[src/rtl/mod_exp_ctrl.sv]
// rtl/mod_exp_ctrl.sv - left-to-right square-and-multiply sequencer driving an external Montgomery multiplier
module mod_exp_ctrl #(
    parameter int W       = 32,
    parameter int TIMEOUT = 1023
) (
    input  logic         clk,
    input  logic         rstn,
    input  logic         start,
    input  logic [7:0]   e_len,
    input  logic [7:0]   m_len,
    input  logic [W-1:0] base,
    input  logic [W-1:0] exponent,
    input  logic [W-1:0] modulus,
    input  logic [W-1:0] r2_mod,
    output logic         busy,
    output logic         done,
    output logic         error,
    output logic [W-1:0] result,
    output logic         md_start,
    output logic [7:0]   mm_len,
    output logic [W-1:0] mm_a,
    output logic [W-1:0] mm_b,
    output logic [W-1:0] mm_n,
    input  logic         md_end,
    input  logic [W-1:0] mm_result
);
    localparam int IW = (W > 1) ? $clog2(W) : 1;
    localparam int CW = $clog2(TIMEOUT + 2);

    typedef enum logic [2:0] {IDLE, CONV_X, CONV_A, SQR, MUL, CONV_OUT, DONE} state_t;
    typedef enum logic [1:0] {ISSUE, WAIT, RELEASE} phase_t;

    state_t        state_q, state_d;
    phase_t        phase_q, phase_d;
    logic [IW-1:0] idx_q, idx_d;
    logic          elen_zero_q, elen_zero_d;
    logic [W-1:0]  exp_q, exp_d, base_q, base_d, r2_q, r2_d, n_q, n_d;
    logic [W-1:0]  x_q, x_d, a_q, a_d, result_q, result_d;
    logic [W-1:0]  mm_a_q, mm_a_d, mm_b_q, mm_b_d;
    logic [7:0]    mlen_q, mlen_d;
    logic          busy_q, busy_d, done_q, done_d, error_q, error_d;
    logic          md_start_q, md_start_d, md_end_q;
    logic [CW-1:0] cnt_q, cnt_d;
    logic [7:0]    elen_c;
    logic [W-1:0]  op_a, op_b;
    logic          capture;

    assign busy     = busy_q;
    assign done     = done_q;
    assign error    = error_q;
    assign result   = result_q;
    assign md_start = md_start_q;
    assign mm_len   = mlen_q;
    assign mm_a     = mm_a_q;
    assign mm_b     = mm_b_q;
    assign mm_n     = n_q;

    assign elen_c  = (int'(e_len) > W) ? 8'(W) : e_len;
    // Only the rising edge of md_end counts, so a 2-cycle md_end is captured once.
    assign capture = (phase_q == WAIT) && md_end && !md_end_q;

    always_comb begin
        op_a = '0;
        op_b = '0;
        case (state_q)
            CONV_X:   begin op_a = base_q; op_b = r2_q;   end
            CONV_A:   begin op_a = W'(1);  op_b = r2_q;   end
            SQR:      begin op_a = a_q;    op_b = a_q;    end
            MUL:      begin op_a = a_q;    op_b = x_q;    end
            CONV_OUT: begin op_a = a_q;    op_b = W'(1);  end
            default:  begin op_a = '0;     op_b = '0;     end
        endcase
    end

    always_comb begin
        state_d     = state_q;
        phase_d     = phase_q;
        idx_d       = idx_q;
        elen_zero_d = elen_zero_q;
        exp_d       = exp_q;
        base_d      = base_q;
        r2_d        = r2_q;
        n_d         = n_q;
        x_d         = x_q;
        a_d         = a_q;
        result_d    = result_q;
        mm_a_d      = mm_a_q;
        mm_b_d      = mm_b_q;
        mlen_d      = mlen_q;
        busy_d      = busy_q;
        error_d     = error_q;
        cnt_d       = cnt_q;
        done_d      = 1'b0;
        md_start_d  = 1'b0;
        case (state_q)
            IDLE: begin
                if (start) begin
                    elen_zero_d = (elen_c == 8'd0);
                    idx_d       = IW'(elen_c - 8'd1);
                    exp_d       = exponent;
                    base_d      = base;
                    r2_d        = r2_mod;
                    n_d         = modulus;
                    mlen_d      = m_len;
                    busy_d      = 1'b1;
                    error_d     = 1'b0;
                    phase_d     = ISSUE;
                    state_d     = CONV_X;
                end
            end
            DONE: state_d = IDLE;
            default: begin
                case (phase_q)
                    ISSUE: begin
                        md_start_d = 1'b1;
                        mm_a_d     = op_a;
                        mm_b_d     = op_b;
                        cnt_d      = '0;
                        phase_d    = WAIT;
                    end
                    WAIT: begin
                        if (capture) begin
                            if (state_q == CONV_X) x_d = mm_result;
                            else                   a_d = mm_result;
                            phase_d = RELEASE;
                        end else if (TIMEOUT != 0) begin
                            cnt_d = cnt_q + 1'b1;
                            if (cnt_d == CW'(TIMEOUT)) begin
                                error_d  = 1'b1;
                                result_d = '0;
                                done_d   = 1'b1;
                                busy_d   = 1'b0;
                                state_d  = DONE;
                            end
                        end
                    end
                    RELEASE: begin
                        if (!md_end) begin
                            phase_d = ISSUE;
                            case (state_q)
                                CONV_X: state_d = CONV_A;
                                CONV_A: state_d = elen_zero_q ? CONV_OUT : SQR;
                                SQR, MUL: begin
                                    if (state_q == SQR && exp_q[idx_q]) begin
                                        state_d = MUL;
                                    end else if (idx_q == '0) begin
                                        state_d = CONV_OUT;
                                    end else begin
                                        idx_d   = idx_q - 1'b1;
                                        state_d = SQR;
                                    end
                                end
                                CONV_OUT: begin
                                    result_d = a_q;
                                    done_d   = 1'b1;
                                    busy_d   = 1'b0;
                                    state_d  = DONE;
                                end
                                default: state_d = IDLE;
                            endcase
                        end
                    end
                    default: phase_d = ISSUE;
                endcase
            end
        endcase
    end

    always_ff @(posedge clk or negedge rstn) begin
        if (!rstn) begin
            state_q     <= IDLE;
            phase_q     <= ISSUE;
            idx_q       <= '0;
            elen_zero_q <= 1'b0;
            exp_q       <= '0;
            base_q      <= '0;
            r2_q        <= '0;
            n_q         <= '0;
            x_q         <= '0;
            a_q         <= '0;
            result_q    <= '0;
            mm_a_q      <= '0;
            mm_b_q      <= '0;
            mlen_q      <= '0;
            busy_q      <= 1'b0;
            done_q      <= 1'b0;
            error_q     <= 1'b0;
            md_start_q  <= 1'b0;
            md_end_q    <= 1'b0;
            cnt_q       <= '0;
        end else begin
            state_q     <= state_d;
            phase_q     <= phase_d;
            idx_q       <= idx_d;
            elen_zero_q <= elen_zero_d;
            exp_q       <= exp_d;
            base_q      <= base_d;
            r2_q        <= r2_d;
            n_q         <= n_d;
            x_q         <= x_d;
            a_q         <= a_d;
            result_q    <= result_d;
            mm_a_q      <= mm_a_d;
            mm_b_q      <= mm_b_d;
            mlen_q      <= mlen_d;
            busy_q      <= busy_d;
            done_q      <= done_d;
            error_q     <= error_d;
            md_start_q  <= md_start_d;
            md_end_q    <= md_end;
            cnt_q       <= cnt_d;
        end
    end
endmodule
[config.mk]
export PLATFORM = sky130hd
export DESIGN_NAME = mod_exp_ctrl
export DESIGN_NICKNAME = d
export VERILOG_FILES = /design/src/rtl/mod_exp_ctrl.sv
export SDC_FILE = /design/constraint.sdc
export NUM_CORES = 1
export LEC_CHECK = 0
export CELL_PAD_IN_SITES_DETAIL_PLACEMENT = 0
export CELL_PAD_IN_SITES_GLOBAL_PLACEMENT = 1
export CORE_AREA = 2 2 196 198
export CTS_CLUSTER_DIAMETER = 60
export CTS_CLUSTER_SIZE = 12
export DETAILED_ROUTE_END_ITERATION = 10
export DIE_AREA = 0 0 198 200
export PLACE_DENSITY = 0.88
export SLEW_MARGIN = 20
export SYNTH_ARGS = -nofsm -noshare
export SYNTH_HDL_FRONTEND = slang
export SYNTH_SLANG_ARGS = --single-unit
[constraint.sdc]
create_clock -name clk -period 2.6 [get_ports clk]
set_input_delay 0.52 -clock clk [delete_from_list [all_inputs] [get_ports clk]]
set_output_delay 0.52 -clock clk [all_outputs]
set_load 0.05 [all_outputs]
### After elaboration in Yosys (flattened, before gate mapping)

Cells that the tools add are included.

| word-level totals | value |
|---|---|
| bits in registers | 323 |
| bits in latches | 0 |
| memory bits (writable) | 0 |
| memory bits (read-only) | 0 |
| output and inout port bits | 140 |
| word-level logic and storage cells | 139 |
| memories kept | 0 |

| cells by class | value |
|---|---|
| $add $sub $neg | 3 |
| multiply operators | 0 |
| divide/modulo/power cells | 0 |
| magnitude comparators | 2 |
| equal/unequal tests | 26 |
| shifts and indexed selects | 0 |
| muxes and demuxes | 54 |
| bitwise operators | 3 |
| reductions and logical operators | 31 |

Operators by type and width:

| cell | number |
|---|---|
| 2-to-1 mux 32 bit | 4 |
| case mux 32 bit (4 select lines) | 1 |
| case mux 32 bit (3 select lines) | 1 |
| case mux 32 bit (2 select lines) | 1 |
| 2-to-1 mux 5 bit | 6 |
| case mux 11 bit (2 select lines) | 1 |
| 2-to-1 mux 3 bit | 7 |
| 2-to-1 mux 1 bit | 17 |
| AND reduction 7 bit | 2 |
| != test 2 x 1 -> 1 bit, second input constant | 6 |
| case mux 3 bit (2 select lines) | 2 |
| case mux 3 bit (4 select lines) | 1 |
| AND reduction 4 bit | 3 |
| nonzero test 2 bit | 6 |
| adder 11 x 1 -> 11 bit, second input constant | 1 |
| equality test 11 x 10 -> 1 bit, second input constant | 1 |
| 2-to-1 mux 11 bit | 1 |
| case mux 5 bit (2 select lines) | 1 |
| AND reduction 5 bit | 2 |
| subtractor 5 x 1 -> 5 bit, second input constant | 2 |
| equality test 3 bit, second input constant | 3 |
| != test 3 x 2 -> 1 bit, second input constant | 3 |
| greater-than comparator 8 x 6 -> 1 bit, second input constant | 1 |
| logical NOT 8 bit | 1 |
| other kinds (28) | 45 |

### Longest topological paths before layout

Gate-level depths: netlist (run 1).

| logic depth | value |
|---|---|
| depth after elaboration | 8 |
| depth in mapped cells | 10 |

### Worst setup path after synthesis (run 1)

Ideal clock, no wire load.

| timing path | value |
|---|---|
| kind | register -> register |
| from | register cnt_q[0] |
| to | register result_q[10], in the netlist result[10] |
| setup time | 121 ps |
| data arrival time | 2209 ps |
| required time | 2479 ps |
| path slack | 270 ps |
| stages on the path, launching flop included | 10 |
| buffers on the path | 1 |
| clock period less this slack | 2330 ps |
| cell sequence | dfrtp_1 > ha_1 > nand4_1 > xnor2_1 > nand3_1 > a2111oi_2 > a31oi_1 > nand2b_4 > buf_2 > a22o_1 |

| between the ends | value |
|---|---|
| word-level cells in the longest chain between the ends | 4 |

RTL lines:

| what | line | RTL |
|---|---|---|
| start: declaration | 43 | `logic [CW-1:0] cnt_q, cnt_d;` |
| start signal: assignment | 211 | `cnt_q <= cnt_d;` |
| adder 11 x 1 -> 11 bit | 127 | `cnt_d = cnt_q + 1'b1;` |
| equality test 11 x 10 -> 1 bit | 128 | `if (cnt_d == CW'(TIMEOUT)) begin` |
| != test 2 x 1 -> 1 bit (no source line) | - |  |
| AND reduction 6 bit (no source line) | - |  |
| end signal: assignment | 202 | `result_q <= result_d;` |
| end: declaration | 38 | `logic [W-1:0] x_q, x_d, a_q, a_d, result_q, result_d;` |

Every way passes these cells.
A chain may end at the register's enable or synchronous reset.

### Worst setup path after layout (run 1)

| timing path | value |
|---|---|
| from | register cnt_q[1] |
| to | register result_q[17], in the netlist result[17] |

Same word-level chain as after synthesis.

==> summary.txt, run 1 <==
Status
  • Status: completed

Logic synthesis
  • Top_reg_cell synth: dfrtp_1
  • Mapped Nets: 1640
  • Synth cell types: 50
  • Async S/R FF share, synth: 1.00
  • Number of synthesized register bits: 323
  • Cell Area, Synth: 0.0141 mm^2
  • Synth warn: 0
  • Mapped Avg Cell Area: 9.73 um^2
  • Gate Count Post-Synth: 1454
  • Sequential-to-total area share from yosys stat: 0.572
  • Post-synth EDFFs: 0

Setup path
  • Critical setup path kind: reg2reg
  • Required @ worst endpoint: 3.00 ns
  • Worst setup EP type: register
  • CP max-delay cell: dfrtp_2
  • Worst-path maximum fanout: 8
  • Slowest cell delay on critical path: 0.44 ns
  • Worst setup SP type: register
  • Cells along the critical path: ha_4 > buf_4 > nand2b_1 > o21ai_0 > a21oi_1 > a2111oi_4 > a31oi_4 > buf_6 > nand2b_4 > a22o_1
  • CP arrival: 3.00 ns

Clocking
  • Worst-skew pair later-pin latency: 0.52 ns
  • Clock Tree Buf Depth: 3
  • CTS tree: yes
  • TritonCTS buffer count: 38
  • CTS Hold Bufs: 0
  • Clk pin slew, worst setup/hold paths: 0.06 ns
  • Clock sinks: 323
  • CTS root buf: clkbuf_16
  • H-tree Lvls: 2

Placed design
  • DP Area: 0.0182 mm^2
  • Post-DP HPWL: 29.2 mm
  • Placement Setup Slack: 0.0462 ns
  • Port-buffer cells: 319
  • Placer Congestion: 0.878

Final layout
  • Final Util: 0.524
  • Nets@finish: 1964
  • Layout cells sized above 1: 0.107
  • Area Overhead vs Synth: 38.5%
  • Design Area, Final: 0.0196 mm^2

STA
  • Fin worst setup slack: 0.00113 ns
  • Pins over their slew limit: 0
  • Max_slew headroom: 0.402
  • Setup violators final: 0
  • Fmax: 385 MHz
  • Final Hold Viols: 0
  • Min Tclk post-route: 2.60 ns
  • Max Clock Skew: 0.0208 ns
  • Tcrit/Tclk final: 1.00
  • Hold Slack: 0.0217 ns
  • Tightest Pin Transition: 0.894 ns

Power
  • Peak VDD IR: 782 uV
  • Tot Pwr: 24.3 mW
  • Cell Pwr Density: 1240 mW/mm^2
  • Lkg Pwr: 8.94 nW

Floorplan
  • IO Count: 320
  • Die area: 0.0396 mm^2
  • Die width: 198 um
  • Initial Utilization: 0.378
  • Site Rows: 71
  • Placeable Area: 0.0374 mm^2
  • DIE HEIGHT: 200 um

GRT
  • GRT Overall Usage: 0.222
  • Largest net degree at the start of global routing: 84
  • Vias in the first global route: 12200
  • First-pass GRT wire length: 68.8 mm
  • Grt total ovfl: 0
  • Initial antenna violation count: 3

Worst hold path
  • Worst hold-check path type: in2async

Route
  • DR DRC count: 0
  • Post-DR vias/cell: 5.20
  • Iteration-0 DRC Markers: 796
  • Wire length per cell: 19.4 um
  • Total wire length: 44.8 mm
  • DRT antenna net count: 0
  • Detailed Routing Iterations Pass 1: 5
  • Via Count: 12000

Run
  • MaxCap Viol Count: 0
==> cell usage in the layout, fill, tap and decap left out, types with 32 or more instances in the layout <==
cell	n
nor2_1	81
a22oi_1	35
dfrtp_1	319
a21oi_1	76
nand2_1	501
o21ai_0	64
clkdlybuf4s50_1	318
buf_4	32
mux2i_1	36
mux2_2	51
clkbuf_16	43
a22o_1	34
==> sequential cells by signal, summed over array words and instances (netlist names) <==
name and cells:
mm_n 32, a_q 32, idx_q 5, cnt_q 11
mm_len 8, elen_zero_q 1, r2_q 32, md_end_q 1
busy 1, done 1, mm_a 32, md_start 1
error 1, base_q 32, result 32, exp_q 32
phase_q 2, mm_b 32, x_q 32, state_q 3
==> power breakdown <==
group          total [mW]  switching (mW)  internal, mW  leakage [nW]
Clock                5.12            2.09          3.04         0.571
Sequential           8.34            1.41          6.92          4.15
Combinational        10.9            6.94          3.92          4.22
Total                24.3            10.4          13.9          8.94
==> routing by layer <==
layer	part of all wire	wire length [um]	track usage	up-vias
li1	-	-	-	5546
met1	0.41	18500	0.287	5883
met2	0.48	21600	0.379	482
met3	0.082	3670	0.0546	74
met4	0.022	986	0.0518	4
met5	0.00049	22	0	-
==> worst max-delay path, delay by kind of cell, from the launching register on <==
kind            cells  cell delay [ns]
buf+inv             2             0.31
simple gates        2             0.35
compound gates      5             1.22
flops               1             0.44
fa+ha+maj           1             0.17
==> per-stage QoR <==
stage	instances	setup TNS [ns]
2_1_floorplan	1454	0
6_report	2305	0
5_1_grt	2304	-3.76
3_3_place_gp	2241	0
3_5_place_dp	2241	0
4_1_cts	2296	0
==> final timing paths <==
| kind | startpoint | endpoint | slack, ns | cells after the start |
|---|---|---|---|---|
| worst max-delay path | cnt_q[1] | result[17] | 0.001 | 10 |
| worst min-delay path | rstn | mm_a[2] | 0.02 | 1 |
| worst max register to register | cnt_q[1] | result[17] | 0.001 | 10 |
| worst min register to register | exp_q[6] | exp_q[6] | 0.47 | 2 |
| max in group asynchronous | rstn | result[18] | 1.85 | 2 |
| min in group clk | exp_q[6] | exp_q[6] | 0.47 | 2 |
==> timing repair <==
action | 4_1_cts | 5_1_grt
hold endpoints to repair | 0 | 0
resized for setup | 0 | 14
setup buffers | 0 | 4
endpoints found under the setup margin | 0 | 34
==> Yosys cell counts, types with 2 or more instances <==
master	number	share of area
nand2b_1	6	0.0027
a21oi_1	76	0.027
mux2_2	51	0.041
ha_1	6	0.0053
nand4_1	4	0.0018
a31oi_1	2	0.00088
a22oi_1	35	0.019
nand3_1	16	0.0057
o311a_1	2	0.0014
o211ai_1	3	0.0016
mux2_1	17	0.014
and3_1	6	0.0027
inv_2	2	0.00053
mux2i_1	36	0.025
mux4_1	6	0.011
a22o_1	34	0.021
o41ai_1	2	0.0012
nand2_1	505	0.13
xnor2_1	2	0.0012
inv_1	8	0.0021
clkbuf_1	59	0.016
o31ai_1	6	0.0032
buf_1	11	0.0029
mux4_2	3	0.0048
nor2_1	84	0.022
o221ai_1	2	0.0012
nor3_1	9	0.0032
nor2b_1	8	0.0035
o21ai_1	27	0.0096
a2111oi_2	3	0.0032
dfrtp_1	323	0.57
buf_2	19	0.0067
o21ai_0	64	0.023
==> cell type report <==
cell class / count / area [um^2]
well taps: 511 / 639
clock inverters: 13 / 144
diodes: 1 / 2.50
flip-flops and latches: 323 / 8090
inverters: 10 / 37.5
fillers: 3343 / 17800
multi-input cells: 1033 / 5790
repair buffers: 372 / 3850
clock buffers: 42 / 1030
==> cell families after synthesis <==
group / share of synthesized area
AND/OR/NAND/NOR: 0.179
multiplexers: 0.0956
flip-flops: 0.572
XOR/XNOR: 0.00124
adder cells (fa/ha/maj): 0.00531
buffers and inverters: 0.0288
AO/OA/AOI/OAI: 0.118
No activity file was read; power rests on OpenSTA's default activity.
==> run 2, diff against run 1 <==
- SKIP_LAST_GASP: not set -> 1
- clock period: 2.6 -> 2.5 ns (I/O delays scaled with it)
==> run 2 against run 1 <==
- combinational power rose by 4%
- sequential power rose by 3.7%
- fmax rose by 7.9%
- global-route usage fell by 0.39 points
- clock power rose by 3%
- final area fell by 0.79%
- largest power group unchanged
==> summary.txt, run 2 (synthesis gave the netlist of run 1 again) <==
Status
  • Status: completed (unchanged)

STA
  • Setup violators final: 0 (unchanged)
  • Max Clock Skew: 0.00914 ns (was 0.0208 ns)
  • Max_slew headroom: 0.433 (was 0.402)
  • Pins over their slew limit: 0 (unchanged)
  • Tightest Pin Transition: 0.847 ns (was 0.894 ns)
  • Fmax: 415 MHz (was 385 MHz)
  • RSZ-0062 raised after global routing: false
  • Tcrit/Tclk final: 0.964 (was 1.00)
  • Final TNS setup: 0 ns (unchanged)
  • Final Hold Viols: 0 (unchanged)
  • Min Tclk post-route: 2.41 ns (was 2.60 ns)

Route
  • DRT antenna net count: 0 (unchanged)
  • DR DRC count: 0 (unchanged)
  • Total wire length: 44.0 mm (was 44.8 mm)
  • Wire length per cell: 19.1 um (was 19.4 um)
  • Post-DR vias/cell: 5.18 (was 5.20)
  • Detailed Routing Iterations Pass 1: 5 (unchanged)
  • Iteration-0 DRC Markers: 744 (was 796)
  • Via Count: 11900 (was 12000)

GRT
  • GRT Overall Usage: 0.218 (was 0.222)
  • Initial antenna violation count: 2 (was 3)
  • Vias in the first global route: 12200 (about the same)
  • Largest net degree at the start of global routing: 84 (unchanged)
  • Grt total ovfl: 0 (unchanged)
  • First-pass GRT wire length: 68.0 mm (was 68.8 mm)

Clocking
  • Worst-skew pair later-pin latency: 0.51 ns (was 0.52 ns)
  • H-tree Lvls: 2 (unchanged)
  • CTS tree: yes (unchanged)
  • Clk pin slew, worst setup/hold paths: 0.06 ns (about the same)
  • Clock sinks: 323 (unchanged)
  • Clock Tree Buf Depth: 3 (unchanged)
  • CTS root buf: clkbuf_16 (unchanged)
  • TritonCTS buffer count: 37 (was 38)

Setup path
  • Setup crit start: cnt_q[1] (unchanged)
  • Worst setup SP type: register (unchanged)
  • Number of cells on the critical path: 9 (was 10)
  • CP max-delay cell: dfrtp_2 (unchanged)
  • Required @ worst endpoint: 2.90 ns (was 3.00 ns)
  • Worst-path maximum fanout: 8 (unchanged)
  • Cells along the critical path: buf_4 > and2_1 > nand2_2 > nand3_1 > a2111oi_4 > a31oi_1 > nand2b_4 > clkbuf_16 > a22o_1 (was ha_4 > buf_4 > nand2b_1 > o21ai_0 > a21oi_1 > a2111oi_4 > a31oi_4 > buf_6 > nand2b_4 > a22o_1)
  • CP arrival: 2.81 ns (was 3.00 ns)
  • Worst setup EP type: register (unchanged)
  • Critical path buffer and inverter count: 2 (unchanged)
  • R2r worst-path depth: 9 (was 10)
  • Worst R2R End: result[26] (was result[17])
  • Setup crit end: result[26] (was result[17])
  • Worst R2R Start: cnt_q[1] (unchanged)
  • Critical setup path kind: reg2reg (unchanged)
  • Family with the most delay on the worst path: compound AO/OA/AOI/OAI gates (unchanged)
  • Slowest cell delay on critical path: 0.43 ns (was 0.44 ns)
  • Reg2reg setup slack: 0.09 ns (was 0.001 ns)

Floorplan
  • IO Count: 320 (unchanged)
  • Die area: 0.0396 mm^2 (unchanged)
  • Die width: 198 um (unchanged)
  • DIE HEIGHT: 200 um (unchanged)
  • Placeable Area: 0.0374 mm^2 (unchanged)
  • Initial Utilization: 0.378 (unchanged)
  • Site Rows: 71 (unchanged)

Power
  • Sw Share: 0.426 (was 0.429)
  • Tot Pwr: 25.2 mW (was 24.3 mW)
  • Sequential power share: 0.343 (about the same)
  • Lkg Pwr: 8.90 nW (was 8.94 nW)
  • Peak VDD IR: 926 uV (was 782 uV)
  • Sw Pwr: 10.8 mW (was 10.4 mW)
  • Clock power share: 0.210 (was 0.211)
  • P_int: 14.5 mW (was 13.9 mW)
  • Cell Pwr Density: 1300 mW/mm^2 (was 1240 mW/mm^2)
  • Comb power frac: 0.448 (was 0.446)

Worst hold path
  • Hold path depth: 2
  • Worst hold-check path type: reg2reg (was in2async)

Final layout
  • Register area: 0.00809 mm^2 (unchanged)
  • Most common library cell in the layout ignoring fill and taps: nand2_1 (unchanged)
  • Nets@finish: 1959 (was 1964)
  • Multi-input logic area: 0.00575 mm^2 (was 0.00579 mm^2)
  • Fillcell total: 3364 (was 3343)
  • Area Overhead vs Synth: 37.4% (was 38.5%)
  • Layout cells sized above 1: 0.104 (was 0.107)
  • Most frequent cells in the layout: nand2_1 (501), dfrtp_1 (319), clkdlybuf4s50_1 (318) (unchanged)

Run
  • MaxCap Viol Count: 0 (unchanged)

Placed design
  • Placer Congestion: 0.881 (was 0.878)
  • Port-buffer cells: 319 (unchanged)
  • Post-DP HPWL: 28.9 mm (was 29.2 mm)
-- run 2: changes by cell type in the layout (fill, tap and decap cells not counted), sizes merged --
cell         before  now
nand2b            9    7
clkinv            3    4
buf              52   49
clkinvlp          3    1
bufinv            2    4
inv              15   14
dlygate4sd3       0    1
clkbuf           44   41
-- run 2: worst register-to-register path: cells and delay by family (launching register included) --
kind            cells  cell delay [ns]
compound gates      3             0.77
simple gates        4             0.71
flops               1             0.43
buf+inv             2             0.37
-- run 2: layout make-up --
type,count,share of cell area
Inverter,10,0.00193
Sequential cell,323,0.416
Tap cell,511,0.0329
Clock buffer,39,0.0491
Timing Repair Buffer,370,0.194
Antenna cell,1,0.000129
Clock inverter,13,0.00992
Multi-Input combinational cell,1031,0.296
-- run 2: per-stage QoR --
| step | util | worst slack (ns) | instance area, um^2 | hold WS, ns | cells |
|---|---|---|---|---|---|
| floorplan | - | 0.170 | 14100 | 0.204 | 1454 |
| finish | 0.520 | 0.0907 | 19400 | 0.467 | 2298 |
| global placement | 0.486 | 0.0506 | 18200 | 0.454 | 2240 |
| CTS | 0.517 | 0.0976 | 19300 | 0.473 | 2293 |
| detailed placement | 0.486 | -0.0242 | 18200 | 0.459 | 2240 |
| global route | 0.519 | 0.00724 | 19400 | 0.497 | 2297 |
-- run 2: worst min path at each step --
stage                     startpoint        end  slack (ns)
after floorplan                 rstn     a_q[0]        0.20
after global placement     exp_q[30]  exp_q[30]        0.45
after detailed placement        rstn  base_q[8]        0.46
after CTS                  exp_q[17]  exp_q[17]        0.47
after global routing        mm_n[29]   mm_n[29]        0.50
final                      exp_q[17]  exp_q[17]        0.47
-- run 2: repair_timing --
item	in CTS	in global routing
setup endpoints to repair	0	33
hold endpoints to repair	47	0
setup buffers	0	1
resized for setup	0	10
hold buffers	1	0
-- run 2: power groups by stage --
| stage | clock [mW] | combinational [mW] | sequential, mW |
|---|---|---|---|
| final | 5.29 | 11.3 | 8.65 |
| after global routing | 5.62 | 12.3 | 8.88 |
| after CTS | 5.41 | 11.1 | 8.64 |
| after detailed placement | 0 | 11.1 | 8.71 |
| after global placement | 0 | 10.9 | 8.63 |
| after floorplan | 0 | 5.26 | 10.4 |
-- run 2: metal layers --
metal / part of all wire / vias to the layer above / track usage / routed length, um
met1: 0.43 / 5833 / 0.292 / 19000
met4: 0.023 / 2 / 0.0487 / 1020
met5: 0.00030 / - / 0 / 13
met3: 0.083 / 78 / 0.0514 / 3640
met2: 0.46 / 465 / 0.362 / 20300
li1: - / 5534 / - / -
